==> config.mk <==
export PLATFORM = sky130hd
export DESIGN_NAME = tty_writer_flat
export DESIGN_NICKNAME = d
export VERILOG_FILES = /design/src/rtl/tty_writer_if.sv /design/src/rtl/tty_writer.sv /design/src/flat_wrapper.sv
export SDC_FILE = /design/constraint.sdc
export NUM_CORES = 1
export LEC_CHECK = 0
export BUFFER_PORTS_ARGS = -buffer_cell sky130_fd_sc_hd__clkbuf_2
export CAP_MARGIN = 20
export CORE_MARGIN = 2
export CORE_UTILIZATION = 40
export DETAILED_ROUTE_END_ITERATION = 12
export GPL_TIMING_DRIVEN = 0
export PLACE_DENSITY = 0.63
export SLEW_MARGIN = 40
export SYNTH_ARGS = -nofsm -noshare
export SYNTH_HDL_FRONTEND = slang
export SYNTH_SLANG_ARGS = --single-unit
==> constraint.sdc <==
create_clock -name msoc_clk -period 2.1 [get_ports msoc_clk]
set_input_delay 0.21 -clock msoc_clk [delete_from_list [all_inputs] [get_ports msoc_clk]]
set_output_delay 0.21 -clock msoc_clk [all_outputs]
set_load 0.01 [all_outputs]
==> src/rtl/tty_writer_if.sv <==
// tty_writer_if: byte-stream handshake plus framebuffer port-b signals of the TTY writer.
//
//   tx_data  [7:0]  character byte from the console source
//   tx_valid        tx_data is valid
//   tx_ready        writer can accept a byte (transfer on tx_valid & tx_ready at clock edge)
//   addrb    [12:0] framebuffer address {row[5:0], col[6:0]}
//   dinb     [7:0]  framebuffer write data
//   web             framebuffer write enable
//   enb             framebuffer port enable
//   doutb    [7:0]  framebuffer read data, valid the cycle after an enb & ~web access
//
// Modports:
//   slave  - the writer itself (consumes bytes, drives the RAM port)
//   master - the environment (byte source and character RAM)
interface tty_writer_if;
    logic [7:0]  tx_data;
    logic        tx_valid;
    logic        tx_ready;
    logic [12:0] addrb;
    logic [7:0]  dinb;
    logic        web;
    logic        enb;
    logic [7:0]  doutb;

    modport slave (
        input  tx_data,
        input  tx_valid,
        output tx_ready,
        output addrb,
        output dinb,
        output web,
        output enb,
        input  doutb
    );

    modport master (
        output tx_data,
        output tx_valid,
        input  tx_ready,
        input  addrb,
        input  dinb,
        input  web,
        input  enb,
        output doutb
    );
endinterface

==> src/rtl/tty_writer.sv <==
// tty_writer: glass-TTY character writer for the text-mode framebuffer.
//
// Accepts bytes over a valid/ready handshake, writes printable characters at the cursor,
// handles CR/LF/BS/FF, wraps lines, and scrolls the region of ROWS rows by copying each
// row up one line and blanking the last row. After reset (and on FF) the whole 8 KB
// character RAM is filled with spaces.
//
// Parameters:
//   COLS  columns per text row (<= 128; RAM row stride is fixed at 128)
//   ROWS  rows in the scrolling region (2..64)
//
// Ports:
//   msoc_clk  clock
//   reset     asynchronous active-high reset
//   bus       tty_writer_if.slave: tx_data/tx_valid/tx_ready and addrb/dinb/web/enb/doutb
//   busy      ~tx_ready
//   cur_row   cursor row
//   cur_col   cursor column
module tty_writer #(
    parameter int unsigned COLS = 128,
    parameter int unsigned ROWS = 32
) (
    input  logic           msoc_clk,
    input  logic           reset,
    tty_writer_if.slave    bus,
    output logic           busy,
    output logic [5:0]     cur_row,
    output logic [6:0]     cur_col
);

    localparam logic [5:0] LastRow = 6'(ROWS - 1);
    localparam logic [6:0] LastCol = 7'(COLS - 1);
    localparam logic [7:0] Space   = 8'h20;

    typedef enum logic [2:0] {
        StClrAll,
        StIdle,
        StPut,
        StScrlRd,
        StScrlWr,
        StClrLine
    } state_e;

    state_e      state_q, state_d;
    // Next address to clear in StClrAll; bit 13 set means all 8192 writes are issued.
    logic [13:0] clr_cnt_q, clr_cnt_d;
    logic [5:0]  row_q, row_d;
    logic [6:0]  col_q, col_d;
    // Scroll source address in StScrlRd/StScrlWr, address being blanked in StClrLine.
    logic [12:0] src_q, src_d;

    logic [12:0] addrb_q, addrb_d;
    logic [7:0]  dinb_q, dinb_d;
    logic        web_q, web_d;
    logic        enb_q, enb_d;
    logic        tx_ready_q, tx_ready_d;

    logic        row_adv;
    logic        accept;

    assign accept = bus.tx_valid & tx_ready_q;

    always_comb begin
        state_d    = state_q;
        clr_cnt_d  = clr_cnt_q;
        row_d      = row_q;
        col_d      = col_q;
        src_d      = src_q;
        addrb_d    = '0;
        dinb_d     = '0;
        web_d      = 1'b0;
        enb_d      = 1'b0;
        tx_ready_d = 1'b0;
        row_adv    = 1'b0;

        unique case (state_q)
            StClrAll: begin
                if (!clr_cnt_q[13]) begin
                    addrb_d   = clr_cnt_q[12:0];
                    dinb_d    = Space;
                    web_d     = 1'b1;
                    enb_d     = 1'b1;
                    clr_cnt_d = clr_cnt_q + 14'd1;
                end else begin
                    state_d    = StIdle;
                    tx_ready_d = 1'b1;
                    clr_cnt_d  = '0;
                    row_d      = '0;
                    col_d      = '0;
                end
            end

            StIdle: begin
                tx_ready_d = 1'b1;
                if (accept) begin
                    if (bus.tx_data >= 8'h20 && bus.tx_data <= 8'h7e) begin
                        // The byte is captured straight into the write-data register.
                        state_d    = StPut;
                        addrb_d    = {row_q, col_q};
                        dinb_d     = bus.tx_data;
                        web_d      = 1'b1;
                        enb_d      = 1'b1;
                        tx_ready_d = 1'b0;
                    end else begin
                        case (bus.tx_data)
                            8'h0d: col_d = '0;
                            8'h0a: row_adv = 1'b1;
                            8'h08: begin
                                if (col_q != '0) begin
                                    col_d = col_q - 7'd1;
                                end
                            end
                            8'h0c: begin
                                // Start the full clear immediately with address 0.
                                state_d    = StClrAll;
                                addrb_d    = '0;
                                dinb_d     = Space;
                                web_d      = 1'b1;
                                enb_d      = 1'b1;
                                clr_cnt_d  = 14'd1;
                                tx_ready_d = 1'b0;
                            end
                            default: ;
                        endcase
                    end
                end
            end

            StPut: begin
                if (col_q < LastCol) begin
                    col_d      = col_q + 7'd1;
                    state_d    = StIdle;
                    tx_ready_d = 1'b1;
                end else begin
                    col_d   = '0;
                    row_adv = 1'b1;
                end
            end

            StScrlRd: begin
                // doutb for src arrives next cycle, when the row above is written.
                state_d = StScrlWr;
                addrb_d = src_q - 13'd128;
                web_d   = 1'b1;
                enb_d   = 1'b1;
            end

            StScrlWr: begin
                if (src_q[6:0] == LastCol) begin
                    if (src_q[12:7] == LastRow) begin
                        state_d = StClrLine;
                        src_d   = {LastRow, 7'd0};
                        addrb_d = {LastRow, 7'd0};
                        dinb_d  = Space;
                        web_d   = 1'b1;
                        enb_d   = 1'b1;
                    end else begin
                        state_d = StScrlRd;
                        src_d   = {src_q[12:7] + 6'd1, 7'd0};
                        addrb_d = {src_q[12:7] + 6'd1, 7'd0};
                        enb_d   = 1'b1;
                    end
                end else begin
                    state_d = StScrlRd;
                    src_d   = src_q + 13'd1;
                    addrb_d = src_q + 13'd1;
                    enb_d   = 1'b1;
                end
            end

            StClrLine: begin
                if (src_q[6:0] == LastCol) begin
                    state_d    = StIdle;
                    tx_ready_d = 1'b1;
                end else begin
                    src_d   = src_q + 13'd1;
                    addrb_d = src_q + 13'd1;
                    dinb_d  = Space;
                    web_d   = 1'b1;
                    enb_d   = 1'b1;
                end
            end

            default: begin
                state_d   = StClrAll;
                clr_cnt_d = '0;
            end
        endcase

        // Shared by LF in StIdle and by line wrap out of StPut.
        if (row_adv) begin
            if (row_q < LastRow) begin
                row_d      = row_q + 6'd1;
                state_d    = StIdle;
                tx_ready_d = 1'b1;
            end else begin
                // Scrolling always leaves the cursor at the start of the blank last row.
                state_d    = StScrlRd;
                col_d      = '0;
                src_d      = {6'd1, 7'd0};
                addrb_d    = {6'd1, 7'd0};
                dinb_d     = '0;
                web_d      = 1'b0;
                enb_d      = 1'b1;
                tx_ready_d = 1'b0;
            end
        end
    end

    always_ff @(posedge msoc_clk or posedge reset) begin
        if (reset) begin
            state_q    <= StClrAll;
            clr_cnt_q  <= '0;
            row_q      <= '0;
            col_q      <= '0;
            src_q      <= '0;
            addrb_q    <= '0;
            dinb_q     <= '0;
            web_q      <= 1'b0;
            enb_q      <= 1'b0;
            tx_ready_q <= 1'b0;
        end else begin
            state_q    <= state_d;
            clr_cnt_q  <= clr_cnt_d;
            row_q      <= row_d;
            col_q      <= col_d;
            src_q      <= src_d;
            addrb_q    <= addrb_d;
            dinb_q     <= dinb_d;
            web_q      <= web_d;
            enb_q      <= enb_d;
            tx_ready_q <= tx_ready_d;
        end
    end

    assign bus.addrb    = addrb_q;
    // Scroll copies pass the read data straight through to avoid an extra pipeline stage.
    assign bus.dinb     = (state_q == StScrlWr) ? bus.doutb : dinb_q;
    assign bus.web      = web_q;
    assign bus.enb      = enb_q;
    assign bus.tx_ready = tx_ready_q;
    assign busy         = ~tx_ready_q;
    assign cur_row      = row_q;
    assign cur_col      = col_q;

endmodule
==> src/flat_wrapper.sv <==
// flat-port wrapper written by rule: the top's interface ports become plain ports
module tty_writer_flat 
#(
    parameter int unsigned COLS = 128,
    parameter int unsigned ROWS = 32
)
  (msoc_clk, reset, busy, cur_row, cur_col, bus_tx_data, bus_tx_valid, bus_tx_ready, bus_addrb, bus_dinb, bus_web, bus_enb, bus_doutb);
  tty_writer_if bus_i ();
  input  logic msoc_clk;
  input  logic reset;
  output logic busy;
  output logic [5:0] cur_row;
  output logic [6:0] cur_col;
  input wire logic [$bits(bus_i.tx_data)-1:0] bus_tx_data;
  input wire logic [$bits(bus_i.tx_valid)-1:0] bus_tx_valid;
  output wire logic [$bits(bus_i.tx_ready)-1:0] bus_tx_ready;
  output wire logic [$bits(bus_i.addrb)-1:0] bus_addrb;
  output wire logic [$bits(bus_i.dinb)-1:0] bus_dinb;
  output wire logic [$bits(bus_i.web)-1:0] bus_web;
  output wire logic [$bits(bus_i.enb)-1:0] bus_enb;
  input wire logic [$bits(bus_i.doutb)-1:0] bus_doutb;
  assign bus_i.tx_data = bus_tx_data;
  assign bus_i.tx_valid = bus_tx_valid;
  assign bus_tx_ready = bus_i.tx_ready;
  assign bus_addrb = bus_i.addrb;
  assign bus_dinb = bus_i.dinb;
  assign bus_web = bus_i.web;
  assign bus_enb = bus_i.enb;
  assign bus_i.doutb = bus_doutb;
  tty_writer #(.COLS(COLS), .ROWS(ROWS)) u_core (.msoc_clk(msoc_clk), .reset(reset), .bus(bus_i), .busy(busy), .cur_row(cur_row), .cur_col(cur_col));
endmodule
==> metrics.md, run 1 <==
| Metric | Value |
|---|---|
| Status | complete, but fails checks |
| Failing checks | negative setup slack |
| Synth async-reset ratio | 100% |
| Final hold vios | 0 |
| Fin crit share | 102% |
| P_leak | 2.32 nW |
| Xor and xnor area share after synthesis | 2.33% |
| First-pass DRT Iterations | 5 |
| Fraction of layout cells with a size suffix above 1 | 28.1% |
| R2r worst-path depth | 6 |
| Max rail drop VDD | 485 uV |
| Number of buffers created by CTS | 9 |
| GR Overflow Total | 0 |
| Count of final max-slew check failures | 0 |
| Max-cap violations | 0 |
| Crit end category | output port |
| Post-synthesis simple-gate area fraction | 25.5% |
| Initial antenna violation count | 0 |
| Crit-path max FO | 8 |
| First-pass GRT wire length | 20400 um |
| Pin count of the biggest net entering global routing | 44 |
| Mux contribution to synthesized area | 2.42% |
| Largest family of logic cells by synthesized area | simple AND/OR/NAND/NOR gates |
| GRT Util Overall | 23.2% |
| Distinct cells, synth | 64 |
| P per Cell Area | 1150 nW/um2 |
| Post-Place Worst Slack | -669 ps |
| Reg2Reg Setup Slack | 10 ps |
| CTS sink count | 67 |
| Layout Skew | 12.5 ps |
| Area grow syn2layout | 26.8% |
| DR DRC count | 0 |
| Overall die height | 106 um |
| Placed Cells | 682 |
| Syn_nets | 517 |
| IO Port Bufs | 56 |
| Vias per inst | 5.85 |
| Hold endpoint | u_core.dinb_q[4] |
| CP Data Required Time | 1890 ps |
| Clock-pin slew on the worst setup and hold paths | 70 ps |
| Slew HR | 61.8% |
| Inserted Diodes | 0 |
| Total wire length | 12500 um |
| Fmax | 468 MHz |
| Crit path DAT | 1930 ps |
| Number of flops mapped to enable cells by yosys | 0 |
| Die area | 11200 um2 |
| RR Endpoint | u_core.cur_row[3] |
| Area of the mapped netlist | 4140 um2 |
| Hold Path Origin | bus_tx_data[4] |
| Mapped Cells | 489 |
| Final nets | 599 |
| Multi-input gate area | 2490 um2 |
| RSZ-0062 raised after global routing | yes |
| Placed cell area | 4630 um2 |
| CORE AREA | 10200 um2 |
| Register area share after synthesis | 40.5% |
| Worst Hold Class | in -> reg |
| FP Rows | 37 |
| Hold Crit Depth | 2 |
| Chip width | 106 um |
| Bufs on Longest Clock Path | 2 |
| Clock Tree Root | clkbuf_8 |
| Register Area | 1690 um2 |
| Via count | 4166 |
| TritonCTS clock tree | built |
| Post-route cell area | 5250 um2 |
| Clock Latency Late Sink | 370 ps |
| Worst-margin pin slew | 572 ps |
| Vias in the first global route | 3945 |
| DR iter-0 viols | 321 |
| Dominant synthesized flop cell | dfrtp_1 |
| Reg2Reg Launch Point | u_core.state_q[1] |
| Antenna viol nets, final | 0 |
| Initial core utilization | 40.6% |
| GP Congestion | 0.908 |
| Synth Area in Compound Gates | 21.9% |
| #FFs+latches synth | 67 |
| Fin cells | 712 |
| DR WL/cell | 17.6 um |
| Critical path class | reg -> out |
| Final worst path period need | 2140 ps |
| DP HPWL | 8720 um |
| Crit start category | register |
| Design Power | 6.05 mW |
| Top Ports | 57 |
| Max H-tree Level | 3 |
| Setup Viol. Count Final | 8 |
| Layout fillers | 976 |
| Adder-Cell Fraction of Synth Area | 2.72% |
| Final WS setup | -37.3 ps |
| Post-Syn Area per Cell | 8.46 um2 |
| Yosys synthesis warning count | 0 |
## layer usage
layer  wire length (um)  track usage, %  vias up
met5                  0               0        -
met4                226            7.05        0
met3                763            5.44       22
met2               5770            35.8      146
met1               5740            32.4     2044
li1                   -               -     1954
## Yosys cell counts, types with 8 or more instances
cell      number  area [um2]
dfrtp_1       67        1680
inv_1         17        63.8
ha_1           9         113
nor4_1         8        50.1
a21oi_1       29         145
nor2_1        49         184
o21ai_1       12        60.1
nand2_1       52         195
clkbuf_1      27         101
nand3_1       19        95.1
and2_1        11        68.8
nand4_1        9        56.3
nor3_1        22         110
o21ai_0       20         100
## cells by family (layout without fill, tap and decap cells)
group,after synthesis,after routing
AND/OR/NAND/NOR,211,211
AO/OA/AOI/OAI,132,132
flip-flops,67,67
buffers and inverters,49,136
XOR/XNOR,11,11
adder cells (fa/ha/maj),9,9
multiplexers,9,9
other,1,1
## critical path: stages (launching register included)
cell and delay, ps:
dfrtp_1 410, clkbuf_8 160, nand2b_4 150, buf_8 120
nor2_4 130, buf_8 160, mux2_4 300, buf_6 120
## power by group
part	switching [mW]	internal (mW)	total [mW]
Clock	0.524	0.489	1.01
Sequential	0.372	1.64	2.01
Combinational	1.80	1.23	3.03
Total	2.70	3.36	6.05
## flip-flops by register name (all words and copies together) (netlist names)
| signal | count |
|---|---|
| u_core.cur_row | 6 |
| u_core.dinb_q | 8 |
| u_core.state_q | 3 |
| u_core.bus.enb | 1 |
| u_core.bus.addrb | 13 |
| u_core.src_q | 13 |
| u_core.bus.web | 1 |
| u_core.bus.tx_ready | 1 |
| u_core.clr_cnt_q | 14 |
| u_core.cur_col | 7 |
## how the worst max path moves through the flow
| stage | start | to | slack, ps | depth (start not counted) |
|---|---|---|---|---|
| after floorplan | bus_tx_data[4] | u_core.cur_col[5] | 3 | 6 |
| after global placement | reset | u_core.bus.addrb[7] | -720 | 2 |
| after detailed placement | u_core.state_q[1] | bus_dinb[1] | -670 | 7 |
| after CTS | u_core.state_q[1] | bus_dinb[3] | -70 | 7 |
| after global routing | u_core.state_q[1] | bus_dinb[1] | -100 | 7 |
| final | u_core.state_q[1] | bus_dinb[1] | -40 | 7 |
## metrics by stage
step / setup TNS (ps) / hold WS, ps / util [%]
2_1_floorplan: 0 / 339 / -
3_3_place_gp: -70080 / 458 / 45.2
3_5_place_dp: -22080 / 180 / 45.5
4_1_cts: -675 / 84.1 / 49.1
5_1_grt: -1180 / 96.0 / 51.5
6_report: -247 / 86.5 / 51.5
## placed cells by master, fill, tap and decap left out, types with 4 or more instances in the layout
| cell type | Yosys | layout |
|---|---|---|
| mux2_4 | 0 | 8 |
| and2_1 | 11 | 11 |
| nor4_2 | 1 | 4 |
| nor3_1 | 22 | 17 |
| nor4_1 | 8 | 4 |
| nor2b_1 | 6 | 6 |
| o211ai_1 | 7 | 7 |
| xor2_1 | 7 | 7 |
| a221oi_1 | 5 | 5 |
| inv_1 | 17 | 16 |
| a222oi_1 | 7 | 7 |
| o21ai_1 | 12 | 12 |
| nand4_1 | 9 | 9 |
| clkbuf_2 | 0 | 62 |
| dfrtp_1 | 67 | 57 |
| nand2b_1 | 7 | 6 |
| clkbuf_1 | 27 | 10 |
| buf_6 | 0 | 6 |
| buf_4 | 0 | 18 |
| nor2_1 | 49 | 46 |
| nand3_1 | 19 | 17 |
| xnor2_1 | 4 | 4 |
| o21ai_0 | 20 | 19 |
| and3_1 | 6 | 6 |
| a21oi_1 | 29 | 29 |
| nand2_1 | 52 | 49 |
| ha_1 | 9 | 7 |
| o21a_1 | 6 | 6 |
| clkbuf_8 | 0 | 12 |
| nor3_2 | 0 | 4 |
| dfrtp_2 | 0 | 10 |
| a31oi_1 | 7 | 7 |
| a22oi_1 | 5 | 5 |
## what timing repair did
item	in CTS	in global routing
endpoints found under the setup margin	65	61
hold buffers	1	0
hold endpoints to repair	24	0
setup buffers	7	12
pin swaps	5	8
resized for setup	40	51
## layout make-up
cell class	instances	area share [%]
Multi-Input combinational cell	373	47.5
Clock inverter	4	0.477
Timing Repair Buffer	77	9.29
Inverter	18	1.38
Buffer	25	3.00
Clock buffer	12	2.96
Tap cell	136	3.24
Sequential cell	67	32.2
No activity file was read; power rests on OpenSTA's default activity.
==> run 2, diff against run 1 <==
--- a/config.mk
+++ b/config.mk
@@ -5,7 +5,7 @@
 export SDC_FILE = /design/constraint.sdc
 export NUM_CORES = 1
 export LEC_CHECK = 0
-export BUFFER_PORTS_ARGS = -buffer_cell sky130_fd_sc_hd__clkbuf_2
+export BUFFER_PORTS_ARGS = -buffer_cell sky130_fd_sc_hd__buf_2
 export CAP_MARGIN = 20
 export CORE_MARGIN = 2
 export CORE_UTILIZATION = 40
==> run 2 against run 1 <==
Largest cell class unchanged. The flow still finishes with violations (negative setup slack). First-iteration DRC count decreased by 1.6%. Critical endpoint unchanged. Largest power group unchanged. Clock-buffer cell count unchanged. Global-route usage increased by 0.16 points. Final area increased by 1.5%.
==> metrics.md, run 2 (synthesis gave the netlist of run 1 again) <==
| Metric | Value |
|---|---|
| Status | complete, but fails checks |
| Failing checks | negative setup slack |
| Post-Place Worst Slack | -652 ps (+17.0 ps) |
| P per Cell Area | 1180 nW/um2 (+2.6%) |
| Worst-margin pin slew | 540 ps (-32.0 ps) |
| Initial antenna violation count | 0 (unchanged) |
| Placed Cells | 682 (unchanged) |
| Power Internal | 3.58 mW (+6.5%) |
| P_leak | 2.37 nW (+2.3%) |
| Met1 WL | 5520 um (-3.8%) |
| Vias per inst | 5.92 (+1.1%) |
| Top Metal Used | met4 |
| Number of buffers created by CTS | 9 (unchanged) |
| Via count | 4188 (+0.53%) |
| Overall die height | 106 um (unchanged) |
| Sw frac | 43.3% (-1.3 points) |
| Fin crit share | 103% (+0.89 points) |
| Pin count of the biggest net entering global routing | 42 (-4.5%) |
| Worst setup path startpoint | u_core.state_q[1] |
| Setup Viol. Count Final | 8 (unchanged) |
| Largest reg by FF count | u_core.clr_cnt_q |
| Max H-tree Level | 3 (unchanged) |
| Final nets | 595 (-0.67%) |
| Net Sw Power | 2.73 mW (+1.1%) |
| Placed cell area | 4630 um2 (unchanged) |
| Max-cap violations | 0 (unchanged) |
| Critical path class | reg -> out |
| Count of final max-slew check failures | 0 (unchanged) |
| Crit end category | output port |
| DP HPWL | 8580 um (-1.6%) |
| Max reg flops | 14 (unchanged) |
| Fmax | 464 MHz (-0.87%) |
| Inserted Diodes | 0 (unchanged) |
| Fin cells | 708 (-0.56%) |
| GR Overflow Total | 0 (unchanged) |
| Post-route cell area | 5330 um2 (+1.5%) |
| Final WS setup | -56.0 ps (-18.7 ps) |
| FP Rows | 37 (unchanged) |
| First-pass GRT wire length | 20700 um (+1.3%) |
| Bufs on Longest Clock Path | 2 (unchanged) |
| RSZ-0062 raised after global routing | yes |
| Chip width | 106 um (unchanged) |
| Layout Skew | 9.62 ps (-2.89 ps) |
| Crit start category | register |
| GP Congestion | 0.905 (-0.30%) |
| Clock-pin slew on the worst setup and hold paths | 70 ps (about the same) |
| IO Port Bufs | 56 (unchanged) |
| Worst Hold Class | in -> reg |
| GRT Util Overall | 23.4% (+0.16 points) |
| Fraction of layout cells with a size suffix above 1 | 28.5% (+0.37 points) |
| First-pass DRT Iterations | 5 (unchanged) |
| Final worst path period need | 2160 ps (+18.7 ps) |
| Flop pwr share | 32.3% (-0.9 points) |
| Final hold vios | 0 (unchanged) |
| Clk pwr share | 18.6% (+1.9 points) |
| Initial core utilization | 40.6% (unchanged) |
| DR DRC count | 0 (unchanged) |
| Routed wl met3 | 1010 um (+33%) |
| Area grow syn2layout | 28.7% |
| DR WL/cell | 17.8 um (+1.3%) |
| Hold Path Origin | bus_tx_data[4] |
| CORE AREA | 10200 um2 (unchanged) |
| Antenna viol nets, final | 0 (unchanged) |
| Clock Latency Late Sink | 360 ps (about the same) |
| Slew HR | 64.0% (+2.1 points) |
| Post-layout util | 52.3% (+0.77 points) |
| Reg2Reg Launch Point | u_core.state_q[1] |
| Crit path DAT | 1950 ps (+20 ps) |
| Metal2 WL | 5680 um (-1.6%) |
| CTS sink count | 67 (unchanged) |
| Die area | 11200 um2 (unchanged) |
| Commonest cells after routing, fill and taps aside | dfrtp_1, buf_2, nand2_1 |
| Vias in the first global route | 3972 (+0.68%) |
| Top Ports | 57 (unchanged) |
| TritonCTS clock tree | built |
| CP Data Required Time | 1890 ps (about the same) |
| Clock Tree Root | clkbuf_8 |
| Commonest non-fill, non-tap cell in the layout | dfrtp_1 |
| DR iter-0 viols | 316 (-1.6%) |
| Crit-path max FO | 8 (unchanged) |
| Total wire length | 12600 um (+0.78%) |
| Max rail drop VDD | 493 uV (+1.7%) |
| Combinational share of power | 49.1% (-1.0 points) |
-- run 2: metrics by stage --
stage | TNS, ps | power, mW | hold WS, ps
after floorplan | 0 | 3.72 | 339
after global placement | -70500 | 4.49 | 455
after detailed placement | -23680 | 4.53 | 196
after CTS | -390 | 6.06 | 74.5
after global routing | -696 | 6.72 | 101
final | -360 | 6.30 | 80.1
-- run 2: final timing paths --
path                                        end  slack [ps]  cells after the start
setup reg to reg            u_core.bus.addrb[6]          10                      7
hold / removal                 u_core.dinb_q[4]          80                      2
hold reg to reg            u_core.clr_cnt_q[12]         570                      2
min in group asynchronous     u_core.cur_col[5]         350                      3
setup / recovery                    bus_dinb[1]         -60                      7
max in group asynchronous     u_core.state_q[2]        1240                      4
-- run 2: area by class of cell --
cell class	instances	area, um2
Fill cell	953	4860
Multi-Input combinational cell	373	2520
Sequential cell	67	1690
Timing Repair Buffer	77	507
Tap cell	136	170
Clock buffer	12	165
Buffer	21	154
Inverter	18	72.6
Clock inverter	4	47.5
-- run 2: power groups by stage --
stage                     clock network (mW)  logic [mW]  registers (mW)
after floorplan                            0        1.78            1.94
after global placement                     0        2.55            1.94
after detailed placement                   0        2.58            1.95
after CTS                               1.19        2.91            1.96
after global routing                    1.24        3.40            2.08
final                                   1.17        3.09            2.03
-- run 2: layer usage --
| layer | vias to the layer above | global-route usage (%) |
|---|---|---|
| met2 | 190 | 35.9 |
| met5 | - | 0 |
| met3 | 35 | 4.33 |
| met4 | 0 | 9.96 |
| met1 | 2005 | 32.3 |
| li1 | 1958 | - |
-- run 2: repair_timing --
item,CTS,global route
hold endpoints to repair,26,0
setup buffers,13,6
cloned,0,0
pin swaps,5,6
hold buffers,1,0
gates resized for setup,62,36
endpoints found under the setup margin,66,53
-- run 2: worst max-delay path, stage by stage (launching register included) --
cell and delay (ps):
dfrtp_1 410, clkbuf_8 160, nand2b_4 140, buf_8 120
nor2_4 140, clkbuf_16 190, mux2_4 300, buf_6 120
==> run 3, diff against run 2 <==
--- a/config.mk
+++ b/config.mk
@@ -5,6 +5,7 @@
 export SDC_FILE = /design/constraint.sdc
 export NUM_CORES = 1
 export LEC_CHECK = 0
+export ABC_AREA = 1
 export BUFFER_PORTS_ARGS = -buffer_cell sky130_fd_sc_hd__buf_2
 export CAP_MARGIN = 20
 export CORE_MARGIN = 2
==> constraint.sdc (replaced) <==
create_clock -name msoc_clk -period 2.1 [get_ports msoc_clk]
set_input_delay 0.315 -clock msoc_clk [delete_from_list [all_inputs] [get_ports msoc_clk]]
set_output_delay 0.315 -clock msoc_clk [all_outputs]
set_load 0.01 [all_outputs]
==> run 3 against run 2 <==
The flow now finishes without violations. Core utilization is 5.1 points lower. Critical path depth up 2. Maximum frequency grew 10%. Register-to-register slack gained 130 ps. Die area up 5.4%. Clock skew fell by 1.2 ps. Combinational power down 6%. Final area fell by 4.7%. Largest power group unchanged.
==> metrics.md, run 3 <==
| Metric | Value |
|---|---|
| Vias in the first global route | 3861 (-2.8%) |
| Vias per inst | 5.19 (-12%) |
| Final worst path period need | 1960 ps (-196 ps) |
| Distinct cells, synth | 46 (-28%) |
| Critical path class | reg -> reg |
| Largest family of logic cells by synthesized area | simple AND/OR/NAND/NOR gates |
| Chip width | 109 um (+2.7%) |
| Net Sw Power | 2.81 mW (+3.2%) |
| DR iter-0 viols | 283 (-10%) |
| RSZ-0062 raised after global routing | no |
| Initial core utilization | 40.7% (about the same) |
| Commonest non-fill, non-tap cell in the layout | nand2_1 |
| Synth async-reset ratio | 100% (unchanged) |
| GP Congestion | 0.888 (-2.0%) |
| Clock Latency Late Sink | 360 ps (about the same) |
| Post-CTS Setup Inserts | 0 (-13) |
| Register area share after synthesis | 38.4% (-2.1 points) |
| Commonest cells after routing, fill and taps aside | nand2_1, inv_1, dfrtp_1 |
| Sw frac | 46.0% (+2.8 points) |
| Top cell type by total area after synthesis | dfrtp_1 |
| Post-Syn Area per Cell | 7.16 um2 (-15%) |
| Max rail drop VDD | 545 uV (+11%) |
| DP HPWL | 9230 um (+7.6%) |
| Inserted Diodes | 0 (unchanged) |
| Fraction of layout cells with a size suffix above 1 | 18.6% (-9.9 points) |
| Overall die height | 109 um (+2.7%) |
| Top-count cell post-synth | nand2_1 |
| Number of buffers created by CTS | 9 (unchanged) |
| Xor and xnor area share after synthesis | 1.80% (-0.52 points) |
| Hold Path Origin | bus_tx_data[3] |
| Antenna viol nets, final | 0 (unchanged) |
| DR DRC count | 0 (unchanged) |
| Reg2Reg Launch Point | u_core.src_q[1] |
| Layout Skew | 8.42 ps (-1.20 ps) |
| Worst Hold Class | in -> reg |
| Combinational share of power | 47.9% (-1.2 points) |
| Top Ports | 57 (unchanged) |
| First-pass DRT Iterations | 5 (unchanged) |
| Status | completed |
| Power Internal | 3.30 mW (-7.8%) |
| Top cells by area, synth | dfrtp_1, nand2_1, inv_1 |
| Via count | 4277 (+2.1%) |
| Area grow syn2layout | 16.2% |
| P_leak | 2.64 nW (+11%) |
| Post-Place Worst Slack | 90.1 ps (+742 ps) |
| P per Cell Area | 1200 nW/um2 (+1.8%) |
| Max H-tree Level | 3 (unchanged) |
| DR WL/cell | 14.7 um (-17%) |
| Largest reg by FF count | u_core.clr_cnt_q |
| Dominant synthesized flop cell | dfrtp_1 |
| Adder-Cell Fraction of Synth Area | 2.58% (-0.14 points) |
| Area of the mapped netlist | 4370 um2 (+5.6%) |
| Crit path DAT | 2160 ps (+210 ps) |
| Initial antenna violation count | 0 (unchanged) |
| Clk pwr share | 19.1% (+0.5 points) |
| FP Rows | 38 (+2.7%) |
| Final WS setup | 140 ps (+196 ps) |
| Post-route cell area | 5080 um2 (-4.7%) |
| Clock Tree Root | clkbuf_8 |
| Post-layout util | 47.3% (-5.1 points) |
| IO Port Bufs | 56 (unchanged) |
| Hold Slack | 182 ps (+102 ps) |
| Bufs on Longest Clock Path | 2 (unchanged) |
| Synth Area in Compound Gates | 13.1% (-8.9 points) |
| TritonCTS clock tree | built |
| Hold Crit Depth | 3 (+1) |
| Worst setup path startpoint | u_core.src_q[1] |
| Placed cell area | 4850 um2 (+4.7%) |
| Max reg flops | 14 (unchanged) |
| Mux contribution to synthesized area | 0% (-2.4 points) |
| Total wire length | 12100 um (-3.6%) |
| List of most frequent post-synthesis cells | nand2_1, inv_1, dfrtp_1 |
| Number of flops mapped to enable cells by yosys | 0 (unchanged) |
| CORE AREA | 10700 um2 (+5.5%) |
| GRT Util Overall | 21.9% (-1.5 points) |
| Flop pwr share | 33.0% (+0.7 points) |
| Clock-pin slew on the worst setup and hold paths | 70 ps (about the same) |
| Count of final max-slew check failures | 0 (unchanged) |
| Mapped Cells | 610 (+25%) |
| Final hold vios | 0 (unchanged) |
| Post-synthesis simple-gate area fraction | 35.2% (+9.7 points) |
| CTS sink count | 67 (unchanged) |
| Crit-path max FO | 9 (+1) |
| Crit end category | register |
| Die area | 11800 um2 (+5.4%) |
| Final nets | 707 (+19%) |
| Crit start category | register |
| CP Data Required Time | 2300 ps (+410 ps) |
| Setup Viol. Count Final | 0 (-8) |
| Fmax | 510 MHz (+10%) |
| Max-cap violations | 0 (unchanged) |
| First-pass GRT wire length | 19500 um (-5.4%) |
| Syn_nets | 638 (+23%) |
| Fin crit share | 93.3% (-9.3 points) |
| Yosys synthesis warning count | 0 (unchanged) |
| R2r worst-path depth | 9 (+2) |
| GR Overflow Total | 0 (unchanged) |
| Yosys top cell area share | 38.4% (-2.1 points) |
| #FFs+latches synth | 67 (unchanged) |
| Pin count of the biggest net entering global routing | 36 (-14%) |
## run 3: cell types whose count changed in the layout (fill, tap and decap cells not counted), moves of 10 or more
cell	before	now
o21ai_1	11	1
inv_1	16	68
nand2_1	49	185
buf_4	19	3
and2_1	11	0
nor2_1	46	57
nand3_1	17	47
## run 3: layer usage
| layer | routed length (um) | track usage [%] | vias up |
|---|---|---|---|
| li1 | - | - | 2130 |
| met2 | 5640 | 34.6 | 137 |
| met3 | 688 | 2.77 | 13 |
| met1 | 5620 | 30.5 | 1997 |
| met5 | 0 | 0 | - |
| met4 | 199 | 8.15 | 0 |
## run 3: power groups by stage
stage                     clock network, mW  logic, mW  registers, mW
after floorplan                           0       2.01           2.01
after global placement                    0       2.83           2.02
after detailed placement                  0       2.88           2.03
after CTS                              1.19       2.89           2.01
after global routing                   1.26       3.24           2.06
final                                  1.17       2.92           2.02
## run 3: cells by family (layout without fill, tap and decap cells)
kind of cell	after synthesis	after routing
other	1	1
adder cells (fa/ha/maj)	9	9
XOR/XNOR	9	9
AO/OA/AOI/OAI	92	92
buffers and inverters	91	165
flip-flops	67	67
AND/OR/NAND/NOR	341	341
## run 3: per-stage QoR
| stage | std cells | power (mW) | TNS [ps] |
|---|---|---|---|
| floorplan | 610 | 4.02 | 0 |
| global placement | 806 | 4.85 | -49480 |
| detailed placement | 807 | 4.91 | 0 |
| CTS | 824 | 6.10 | 0 |
| global route | 824 | 6.56 | 0 |
| finish | 824 | 6.11 | 0 |
## run 3: area by class of cell
type	instances	area, um2
clock inverter	6	80.1
fill	1132	5670
multi-input combinational	452	2310
buffer	9	76.3
clock buffer	10	128
timing repair buffer	58	310
sequential	67	1680
inverter	82	318
tap	140	175
## run 3: final timing paths
path                            slack (ps)                  end
worst max register to register         140  u_core.bus.addrb[0]
max in group asynchronous             1030    u_core.cur_col[6]
worst min register to register         530  u_core.clr_cnt_q[3]
worst min-delay path                   180     u_core.dinb_q[3]
min in group asynchronous              530     u_core.src_q[11]
worst max-delay path                   140  u_core.bus.addrb[0]
## run 3: worst max-delay path: stages (launching register included)
cell	delay, ps
dfrtp_1	390
ha_1	180
nand2_1	80
inv_2	70
nand3_2	100
nor2_4	220
inv_2	150
ha_1	230
a22oi_1	180
o221ai_1	190
## run 3: repair_timing
action / CTS / global route
gates cloned: 0 / 0
endpoints found under the setup margin: 8 / 17
hold buffers: 1 / 0
endpoints found under the hold margin: 34 / 0
resized for setup: 2 / 4
